File: config.mk
export PLATFORM = sky130hd
export DESIGN_NAME = execute_muldiv_flat
export DESIGN_NICKNAME = d
export VERILOG_FILES = /design/src/rtl/execute_muldiv_if.sv /design/src/rtl/execute_muldiv.sv /design/src/flat_wrapper.sv
export SDC_FILE = /design/constraint.sdc
export NUM_CORES = 1
export LEC_CHECK = 0
export ABC_AREA = 1
export BUFFER_PORTS_ARGS = -buffer_cell sky130_fd_sc_hd__buf_2
export CAP_MARGIN = 0
export CORE_MARGIN = 5
export CORE_UTILIZATION = 45
export DETAILED_ROUTE_END_ITERATION = 8
export GPL_TIMING_DRIVEN = 1
export PLACE_DENSITY_LB_ADDON = 0.08
export SLEW_MARGIN = 20
export SYNTH_ARGS = -nofsm -noshare
export SYNTH_HDL_FRONTEND = slang
export SYNTH_SLANG_ARGS = --single-unit
File: constraint.sdc
create_clock -name clk_i -period 4.8 [get_ports clk_i]
set_input_delay 0.96 -clock clk_i [delete_from_list [all_inputs] [get_ports clk_i]]
set_output_delay 0.96 -clock clk_i [all_outputs]
set_load 0.03 [all_outputs]
File: src/rtl/execute_muldiv_if.sv
// Operand/result bundle between the execute stage and the iterative RV32M mul/div unit.
// The master drives operands and control; the slave (mul/div unit) drives busy/done/result.
interface execute_muldiv_if #(
    parameter int unsigned XLEN = 32
);
    logic            E_md_valid_i;
    logic [2:0]      E_md_op_i;
    logic [XLEN-1:0] E_rs1_data_i;
    logic [XLEN-1:0] E_rs2_data_i;
    logic            E_md_kill_i;
    logic            E_md_busy_o;
    logic            E_md_done_o;
    logic [XLEN-1:0] E_md_result_o;

    modport master (
        output E_md_valid_i, E_md_op_i, E_rs1_data_i, E_rs2_data_i, E_md_kill_i,
        input  E_md_busy_o, E_md_done_o, E_md_result_o
    );

    modport slave (
        input  E_md_valid_i, E_md_op_i, E_rs1_data_i, E_rs2_data_i, E_md_kill_i,
        output E_md_busy_o, E_md_done_o, E_md_result_o
    );
endinterface

File: src/rtl/execute_muldiv.sv
// Iterative RV32M multiply/divide unit: radix-2 shift-add multiply, restoring divide, XLEN steps.
// Optional macro DIV_EARLY_OUT_EN: divides with |rs1| < |rs2| finish in one cycle.
module execute_muldiv #(
    parameter int unsigned XLEN = 32
) (
    input  logic              clk_i,
    input  logic              rst,
    execute_muldiv_if.slave   bus
);
    localparam int unsigned CW = $clog2(XLEN);
    localparam int unsigned PW = 2 * XLEN;

    typedef enum logic [1:0] {S_IDLE, S_CALC, S_DONE} state_t;

    state_t          r_state, w_state_nxt;
    logic [CW-1:0]   r_count, w_count_nxt;
    logic [2:0]      r_op, w_op_nxt;
    logic            r_neg, w_neg_nxt;
    logic            r_neg_rem, w_neg_rem_nxt;
    logic [XLEN-1:0] r_b, w_b_nxt;
    logic [PW-1:0]   r_acc, w_acc_nxt;
    logic [XLEN-1:0] r_result, w_result_nxt;
    logic            r_done, w_done_nxt;

    logic [2:0]      w_op;
    logic [XLEN-1:0] w_rs1, w_rs2, w_mag_a, w_mag_b, w_special_res;
    logic            w_start, w_a_signed, w_b_signed, w_sa, w_sb;
    logic            w_is_div, w_div0, w_ovf, w_early, w_special;

    assign w_op  = bus.E_md_op_i;
    assign w_rs1 = bus.E_rs1_data_i;
    assign w_rs2 = bus.E_rs2_data_i;

    assign w_start    = (r_state == S_IDLE) && bus.E_md_valid_i && !bus.E_md_kill_i;
    assign w_a_signed = (w_op != 3'd3) && (w_op != 3'd5) && (w_op != 3'd7);
    assign w_b_signed = (w_op == 3'd0) || (w_op == 3'd1) || (w_op == 3'd4) || (w_op == 3'd6);
    assign w_sa       = w_a_signed && w_rs1[XLEN-1];
    assign w_sb       = w_b_signed && w_rs2[XLEN-1];
    assign w_mag_a    = w_sa ? (XLEN'(0) - w_rs1) : w_rs1;
    assign w_mag_b    = w_sb ? (XLEN'(0) - w_rs2) : w_rs2;

    // Divides that resolve without iterating
    assign w_is_div = w_op[2];
    assign w_div0   = w_is_div && (w_rs2 == '0);
    assign w_ovf    = w_is_div && !w_op[0] && (w_rs1 == {1'b1, {(XLEN-1){1'b0}}}) && (w_rs2 == '1);
`ifdef DIV_EARLY_OUT_EN
    assign w_early  = w_is_div && (w_rs2 != '0) && (w_mag_a < w_mag_b);
`else
    assign w_early  = 1'b0;
`endif
    assign w_special = w_div0 || w_ovf || w_early;

    always_comb begin
        w_special_res = '0;
        if (w_div0)      w_special_res = w_op[1] ? w_rs1 : '1;
        else if (w_ovf)  w_special_res = w_op[1] ? '0 : w_rs1;
        else if (w_early) w_special_res = w_op[1] ? w_rs1 : '0;
    end

    // One iteration: hi half is product-high / partial remainder, lo half is multiplier / quotient
    logic [XLEN:0]   w_madd, w_dsh, w_ddiff;
    logic            w_dge;
    logic [PW-1:0]   w_mstep, w_dstep, w_step, w_prod_fix;
    logic [XLEN-1:0] w_q, w_r, w_mul_res, w_div_res, w_final;

    assign w_madd  = {1'b0, r_acc[PW-1:XLEN]} + (r_acc[0] ? {1'b0, r_b} : '0);
    assign w_mstep = {w_madd, r_acc[XLEN-1:1]};
    assign w_dsh   = {r_acc[PW-1:XLEN], r_acc[XLEN-1]};
    assign w_ddiff = w_dsh - {1'b0, r_b};
    assign w_dge   = !w_ddiff[XLEN];
    assign w_dstep = {(w_dge ? w_ddiff[XLEN-1:0] : w_dsh[XLEN-1:0]), r_acc[XLEN-2:0], w_dge};
    assign w_step  = r_op[2] ? w_dstep : w_mstep;

    assign w_prod_fix = r_neg ? (PW'(0) - w_step) : w_step;
    assign w_mul_res  = (r_op[1:0] == 2'b00) ? w_prod_fix[XLEN-1:0] : w_prod_fix[PW-1:XLEN];
    assign w_q        = w_step[XLEN-1:0];
    assign w_r        = w_step[PW-1:XLEN];
    assign w_div_res  = r_op[1] ? (r_neg_rem ? (XLEN'(0) - w_r) : w_r)
                                : (r_neg     ? (XLEN'(0) - w_q) : w_q);
    assign w_final    = r_op[2] ? w_div_res : w_mul_res;

    always_ff @(posedge clk_i or posedge rst) begin
        if (rst) r_state <= S_IDLE;
        else     r_state <= w_state_nxt;
    end

    always_comb begin
        w_state_nxt   = r_state;
        w_count_nxt   = r_count;
        w_op_nxt      = r_op;
        w_neg_nxt     = r_neg;
        w_neg_rem_nxt = r_neg_rem;
        w_b_nxt       = r_b;
        w_acc_nxt     = r_acc;
        w_result_nxt  = r_result;
        w_done_nxt    = 1'b0;
        if (bus.E_md_kill_i) begin
            w_state_nxt = S_IDLE;
        end else begin
            case (r_state)
                S_IDLE: begin
                    if (bus.E_md_valid_i) begin
                        if (w_special) begin
                            w_result_nxt = w_special_res;
                            w_done_nxt   = 1'b1;
                            w_state_nxt  = S_DONE;
                        end else begin
                            w_op_nxt      = w_op;
                            w_neg_nxt     = w_sa ^ w_sb;
                            w_neg_rem_nxt = w_sa;
                            w_b_nxt       = w_is_div ? w_mag_b : w_mag_a;
                            w_acc_nxt     = {{XLEN{1'b0}}, (w_is_div ? w_mag_a : w_mag_b)};
                            w_count_nxt   = '0;
                            w_state_nxt   = S_CALC;
                        end
                    end
                end
                S_CALC: begin
                    w_acc_nxt   = w_step;
                    w_count_nxt = r_count + CW'(1);
                    if (r_count == CW'(XLEN - 1)) begin
                        w_result_nxt = w_final;
                        w_done_nxt   = 1'b1;
                        w_state_nxt  = S_DONE;
                    end
                end
                S_DONE:  w_state_nxt = S_IDLE;
                default: w_state_nxt = S_IDLE;
            endcase
        end
    end

    always_ff @(posedge clk_i or posedge rst) begin
        if (rst) begin
            r_count   <= '0;
            r_op      <= '0;
            r_neg     <= 1'b0;
            r_neg_rem <= 1'b0;
            r_b       <= '0;
            r_acc     <= '0;
            r_result  <= '0;
            r_done    <= 1'b0;
        end else begin
            r_count   <= w_count_nxt;
            r_op      <= w_op_nxt;
            r_neg     <= w_neg_nxt;
            r_neg_rem <= w_neg_rem_nxt;
            r_b       <= w_b_nxt;
            r_acc     <= w_acc_nxt;
            r_result  <= w_result_nxt;
            r_done    <= w_done_nxt;
        end
    end

    assign bus.E_md_busy_o   = w_start || (r_state == S_CALC);
    assign bus.E_md_done_o   = r_done;
    assign bus.E_md_result_o = r_result;
endmodule

File: src/flat_wrapper.sv
// flat-port wrapper written by rule: the top's interface ports become plain ports
module execute_muldiv_flat 
#(
    parameter int unsigned XLEN = 32
)
  (clk_i, rst, bus_E_md_valid_i, bus_E_md_op_i, bus_E_rs1_data_i, bus_E_rs2_data_i, bus_E_md_kill_i, bus_E_md_busy_o, bus_E_md_done_o, bus_E_md_result_o);
  execute_muldiv_if #(.XLEN(XLEN)) bus_i ();
  input  logic clk_i;
  input  logic rst;
  input wire logic [$bits(bus_i.E_md_valid_i)-1:0] bus_E_md_valid_i;
  input wire logic [$bits(bus_i.E_md_op_i)-1:0] bus_E_md_op_i;
  input wire logic [$bits(bus_i.E_rs1_data_i)-1:0] bus_E_rs1_data_i;
  input wire logic [$bits(bus_i.E_rs2_data_i)-1:0] bus_E_rs2_data_i;
  input wire logic [$bits(bus_i.E_md_kill_i)-1:0] bus_E_md_kill_i;
  output wire logic [$bits(bus_i.E_md_busy_o)-1:0] bus_E_md_busy_o;
  output wire logic [$bits(bus_i.E_md_done_o)-1:0] bus_E_md_done_o;
  output wire logic [$bits(bus_i.E_md_result_o)-1:0] bus_E_md_result_o;
  assign bus_i.E_md_valid_i = bus_E_md_valid_i;
  assign bus_i.E_md_op_i = bus_E_md_op_i;
  assign bus_i.E_rs1_data_i = bus_E_rs1_data_i;
  assign bus_i.E_rs2_data_i = bus_E_rs2_data_i;
  assign bus_i.E_md_kill_i = bus_E_md_kill_i;
  assign bus_E_md_busy_o = bus_i.E_md_busy_o;
  assign bus_E_md_done_o = bus_i.E_md_done_o;
  assign bus_E_md_result_o = bus_i.E_md_result_o;
  execute_muldiv #(.XLEN(XLEN)) u_core (.clk_i(clk_i), .rst(rst), .bus(bus_i));
endmodule
---- Word-level counts from Yosys, hierarchy flattened ----
Index checks and enable logic that the tools add are counted.
storage, ports and cells
  register bits ........................... 141
  input port bits ......................... 71
  output and inout port bits .............. 34
  logic and storage cells ................. 100
operators by class
  add/sub/neg operators ................... 8
  eq/ne operators ......................... 16
  mux-type cells .......................... 37
  bitwise operators ....................... 3
  reduce and logical (&&, ||, !) cells .... 27
operator list
  cell                                                count
  two-way mux 32 bit                                  18
  two-way mux 64 bit                                  4
  one-hot mux 64 bit (2 select lines)                 1
  subtractor 1 x 32 -> 32 bit (first input constant)  4
  == test 32 bit (second input constant)              2
  one-hot mux 32 bit (2 select lines)                 1
  subtractor 1 x 64 -> 64 bit (first input constant)  1
  adder 32 x 33 -> 33 bit                             1
  subtractor 33 x 32 -> 33 bit                        1
  zero test 32 bit                                    1
  logical AND 1 bit                                   10
  two-way mux 5 bit                                   2
  one-hot mux 5 bit (2 select lines)                  1
  != test 3 bit (second input constant)               3
  two-way mux 2 bit                                   4
  AND reduction 4 bit                                 2
  == test 3 bit (second input constant)               2
  != test 3 x 2 -> 1 bit (second input constant)      2
  adder 5 x 1 -> 5 bit (second input constant)        1
  == test 5 bit (second input constant)               1
  logical OR 1 bit                                    5
  AND reduction 5 bit                                 1
  zero test 2 bit                                     2
  two-way mux 1 bit                                   4
  12 further kinds                                    17

---- Depth between registers and ports, before layout ----
  word-level depth ........................ 10
  gate-level depth with buffers ........... 38
  mapped depth without buffers ............ 37

---- Least setup slack after synthesis ----
OpenSTA, ideal clock, no wires.
  path type ............................... register to register
  start ................................... register u_core.r_acc[31]
  end ..................................... register u_core.r_result[22], in the netlist u_core.bus.E_md_result_o[22]
  setup time .............................. 0.077 ns
  data arrival time ....................... 3.901 ns
  required time ........................... 4.723 ns
  path slack .............................. 0.821 ns
  cell stages (with the launch flop) ...... 35
  period minus slack after synthesis ...... 3.979 ns
  cells stage by stage .................... dfrtp_1 inv_1 ha_1 fa_1 inv_1 nand2_1 nand2_1 nand3_1 nand2_2 nand2_1 nand2_2 nand2_2 nand3_2 nand2_8 buf_6 nand2_4 nand2_4 inv_2 ha_1 nand3_1 nor2_1 inv_1 nor3_1 nand3_1 nor2_1 nand2_1 nand2_1 o21ai_0 xnor2_1 or2_2 nand2_1 nand2_1 nand2_1 nand2_1 a21oi_1
between the ends
  word-level cells in the longest chain between the ends .. 9
RTL lines
  item                                                       line                                        text
  from (decl)                                                execute_muldiv.sv:21                        logic [PW-1:0] r_acc, w_acc_nxt;
  from (signal assigned)                                     execute_muldiv.sv:149                       r_acc <= w_acc_nxt;
  subtractor 33 x 32 -> 33 bit                               execute_muldiv.sv:69                        assign w_ddiff = w_dsh - {1'b0, r_b};
  two-way mux 32 bit or zero test 1 bit (tied branches)      execute_muldiv.sv:71, execute_muldiv.sv:70
  two-way mux 64 bit (*)                                     execute_muldiv.sv:72                        assign w_step = r_op[2] ? w_dstep : w_mstep;
  subtractor 1 x 64 -> 64 bit, or another cell as far along  execute_muldiv.sv:74                        assign w_prod_fix = r_neg ? (PW'(0) - w_step) : w_step;
  two-way mux 64 bit, or another cell as far along           execute_muldiv.sv:74
  two-way mux 32 bit, on equally long branches               execute_muldiv.sv:75, execute_muldiv.sv:78
  two-way mux 32 bit (*)                                     execute_muldiv.sv:80                        assign w_final = r_op[2] ? w_div_res : w_mul_res;
  two-way mux 32 bit (*)                                     execute_muldiv.sv:121                       if (r_count == CW'(XLEN - 1)) begin
  one-hot mux 32 bit (2 select lines) (*)                    execute_muldiv.sv:100                       case (r_state)
  to (signal assigned)                                       execute_muldiv.sv:150                       r_result <= w_result_nxt;
  to (decl)                                                  execute_muldiv.sv:22                        logic [XLEN-1:0] r_result, w_result_nxt;
Every way passes the cells marked *; elsewhere a longest branch is shown, timed or not. The select of a mux whose other input is x is not followed.
A chain may end at the register's enable or synchronous reset.

---- Worst setup path after layout ----
  start ................................... register u_core.r_acc[31]
  end ..................................... register u_core.r_result[10], in the netlist u_core.bus.E_md_result_o[10]
The elaborated chain is that of the path after synthesis.

==> flow_metrics.tcl <==
set metrics [dict create \
    run_status "complete, no violations" \
    cts.clk_slew.worst_paths_ps 70 \
    ctsRootBufferMaster "sky130_fd_sc_hd__clkbuf_16" \
    timing.critical_path.to_type "flip-flop" \
    report.final.hold_viol_count 0 \
    grtUsageMet3 0.0789 \
    totalWireLength_um 88300 \
    total_global_routing_overflow 0 \
    fin_crit_ps 4580 \
    detailed_place_hpwl_um 71700 \
    cell_internal_pwr_uw 5890 \
    route.detailed.wl_per_inst_um 23.8 \
    number_of_global_route_vias_before_repair 20600 \
    fin_tns_setup_ps 0 \
    synthesis.area_per_instance_um2 5.78 \
    core-area_um2 39500 \
    htree_num_levels 4 \
    drt_iter0_drc 2814 \
    finalCoreUtilization 0.499 \
    cp-start-kind "flip-flop" \
    p_sw_uw 10200 \
    row_count 73 \
    pwr-share-seq 0.137 \
    regArea_um2 3530 \
    nFillCells 4264 \
    final_max_slew_viol_count 0 \
    number_of_setup_violations_in_the_final_report 0 \
    post_syn_area_um2 17900 \
    worst_hold_path_type "reg2reg" \
    drcViolationCount 0 \
    clkLatencyLatePin_ps 470 \
    fin_hold_ws_ps 507 \
    max_slew_headroom 0.264 \
    async_flop_share 1.00 \
    worst_path_largest_cell_delay_ps 420 \
    timing.critical_path.fanout_max 33 \
    tritoncts_clock_tree "built" \
    die_area_um2 43800 \
    globalplace.congestion 1.08 \
    worstPathArrival_ps 4950 \
    first_pass_grt_wire_length_um 129000 \
    cpMostUsedCell "sky130_fd_sc_hd__nand2_1" \
    route.antenna.remaining_nets 0 \
    clock_path_buffers 2 \
    gr_layer_usage_met2 0.611 \
    combinational_cell_fraction_of_total_power 0.775 \
    peakVddDrop_mv 0.426 \
    rsz0062_at_grt "yes" \
    power.density_nw_per_um2 814 \
    tightestPinTransition_ps 1090 \
    synth_warnings 0 \
    leakage_uw 0.0104 \
    die_width_um 209 \
    type_of_the_setup_path_with_the_least_slack "reg2reg" \
    io_buffers 104 \
    fin_crit_sh 0.954 \
    io_pins 105 \
    detail_route.first_pass.iterations 7 \
    total_power_uw 16100 \
    stdcell_area_um2 19700 \
    floorplan.initialDensity 0.452 \
    grt.total_usage 0.388 \
    groute.layer.met1.usage 0.483 \
    area_delta_synth_final_pct 10.3 \
    ys_top_cells_by_area "sky130_fd_sc_hd__dfrtp_1 (20%), sky130_fd_sc_hd__nand2_1 (19%), sky130_fd_sc_hd__inv_1 (9.3%)" \
    skew_ps 22.2 \
    cts_buffers 17 \
    synth-seq-cells 141 \
    required_ps 5180 \
    synth_top_area_frac 0.197 \
    relative_contribution_of_the_clock_network_to_total_power 0.088 \
    synth_enable_flop_cells 0 \
    gr-max-usage-layer "met2" \
    maximum_number_of_pins_on_one_net_before_global_route_repair 75 \
    multiInputGateArea_um2 12200 \
    vias 22000 \
    cell_type_with_the_largest_total_area_after_synthesis "sky130_fd_sc_hd__dfrtp_1" \
    grt_antenna_before_repair 0 \
    drive_gt1_frac 0.0969 \
    timing.fmax_ghz 0.218 \
    postPlaceCellArea_um2 19100 \
    dieHeight_um 209 \
    detail_route.vias_per_cell 5.92 \
    max_cap_violations 0 \
    switching_share 0.633 \
    number_of_standard_cells_after_synthesis 3092 \
    postSynth.topFlopCell "sky130_fd_sc_hd__dfrtp_1" \
    net_total_in_the_final_layout 3322 \
    synthDistinctLibCells 59 \
    synth.net_count 3236 \
    antenna_cells_inserted 0 \
    proportion_of_synthesized_chip_area_in_sequential_cells 0.197 \
    slowest_stage "sky130_fd_sc_hd__fa_1" \
    cts.sinks 141 \
]
==> flip-flops by register name (all words and copies together) (netlist names) <==
register and cells:
u_core.r_acc 64, u_core.bus.E_md_result_o 32, u_core.r_b 32, u_core.r_count 5
u_core.r_op 3, u_core.r_state 2, u_core.bus.E_md_done_o 1, u_core.r_neg 1
u_core.r_neg_rem 1
==> layout make-up <==
| class | instances | share of cell area |
|---|---|---|
| tap | 525 | 0.0333 |
| sequential | 141 | 0.179 |
| clock inverter | 14 | 0.00806 |
| timing repair buffer | 174 | 0.0539 |
| inverter | 452 | 0.0863 |
| clock buffer | 17 | 0.0216 |
| multi-input combinational | 2392 | 0.618 |
==> synth_stat cells, types with 16 or more instances <==
master	count
sky130_fd_sc_hd__nor3_1	42
sky130_fd_sc_hd__ha_1	71
sky130_fd_sc_hd__nand2_1	908
sky130_fd_sc_hd__a22oi_1	21
sky130_fd_sc_hd__nand2_2	23
sky130_fd_sc_hd__o21ai_0	172
sky130_fd_sc_hd__inv_1	444
sky130_fd_sc_hd__clkbuf_1	68
sky130_fd_sc_hd__o22ai_1	35
sky130_fd_sc_hd__nor2_2	16
sky130_fd_sc_hd__o211ai_1	31
sky130_fd_sc_hd__buf_2	20
sky130_fd_sc_hd__nand3_1	253
sky130_fd_sc_hd__xor2_1	91
sky130_fd_sc_hd__a21oi_1	192
sky130_fd_sc_hd__xnor2_1	23
sky130_fd_sc_hd__nor2_1	324
sky130_fd_sc_hd__nand4_1	37
sky130_fd_sc_hd__dfrtp_1	141
==> per-layer routing <==
layer  up-vias  share of wire
li1      10200              -
met1     10200           0.38
met2      1343           0.44
met3       287          0.094
met4         2          0.081
met5         -        0.00053
==> layout by cell type, fill, tap and decap left out, types with 68 or more instances in the layout <==
master	count
sky130_fd_sc_hd__inv_1	442
sky130_fd_sc_hd__dfrtp_1	139
sky130_fd_sc_hd__nand3_1	252
sky130_fd_sc_hd__buf_2	104
sky130_fd_sc_hd__xor2_1	91
sky130_fd_sc_hd__o21ai_0	171
sky130_fd_sc_hd__a21oi_1	192
sky130_fd_sc_hd__buf_4	68
sky130_fd_sc_hd__nand2_1	907
sky130_fd_sc_hd__ha_1	71
sky130_fd_sc_hd__nor2_1	320
==> worst max-delay path: cells and delay by family (launching register included) <==
kind	cells	cell delay (ps)
compound gates	3	660
simple gates	19	2010
fa+ha+maj	3	980
buf+inv	3	430
flops	1	360
==> path summary, 6_finish.rpt <==
kind,startpoint,to,slack (ps),depth (start not counted)
min in group asynchronous,rst,u_core.r_b[14]$_DFFE_PP0P_,640,2
max reg2reg,u_core.r_acc[31]$_DFFE_PP0P_,u_core.bus.E_md_result_o[10]$_DFFE_PP0P_,220,28
min,u_core.r_acc[28]$_DFFE_PP0P_,u_core.r_acc[28]$_DFFE_PP0P_,510,2
max in group asynchronous,rst,u_core.bus.E_md_result_o[31]$_DFFE_PP0P_,3260,3
min reg2reg,u_core.r_acc[28]$_DFFE_PP0P_,u_core.r_acc[28]$_DFFE_PP0P_,510,2
max,u_core.r_acc[31]$_DFFE_PP0P_,u_core.bus.E_md_result_o[10]$_DFFE_PP0P_,220,28
==> repair_timing <==
| item | in CTS | in global routing |
|---|---|---|
| resized for setup | 0 | 7 |
| buffers inserted | 0 | 0 |
| hold endpoints to repair | 0 | 0 |
| hold buffers | 0 | 0 |
| endpoints found under the setup margin | 0 | 24 |
==> cell families (layout without fill, tap and decap cells) <==
logic type / Yosys count / after routing / share of synthesized area
and+or+nand+nor: 1660 / 1660 / 0.393
buffers and inverters: 559 / 657 / 0.123
AOI/OAI and AO/OA: 545 / 545 / 0.178
DFF: 141 / 141 / 0.197
xor gates and xnor gates: 114 / 114 / 0.0558
adders and majority gates: 73 / 73 / 0.0519
==> per-stage QoR <==
| step | instances | setup WS [ps] |
|---|---|---|
| 6_report | 3715 | 223 |
| 5_1_grt | 3715 | -28.1 |
| 4_1_cts | 3715 | 144 |
| 3_5_place_dp | 3684 | 181 |
| 3_3_place_gp | 3684 | 252 |
| 2_1_floorplan | 3092 | 58.8 |
==> power by group through the flow <==
| stage | registers, uW | clock network, uW | logic [uW] |
|---|---|---|---|
| after floorplan | 2230 | 0 | 7650 |
| after global routing | 2230 | 1470 | 13300 |
| after detailed placement | 2190 | 0 | 11900 |
| after global placement | 2170 | 0 | 11900 |
| after CTS | 2170 | 1420 | 12000 |
| final | 2200 | 1420 | 12400 |
No activity file was read; power rests on OpenSTA's default activity.
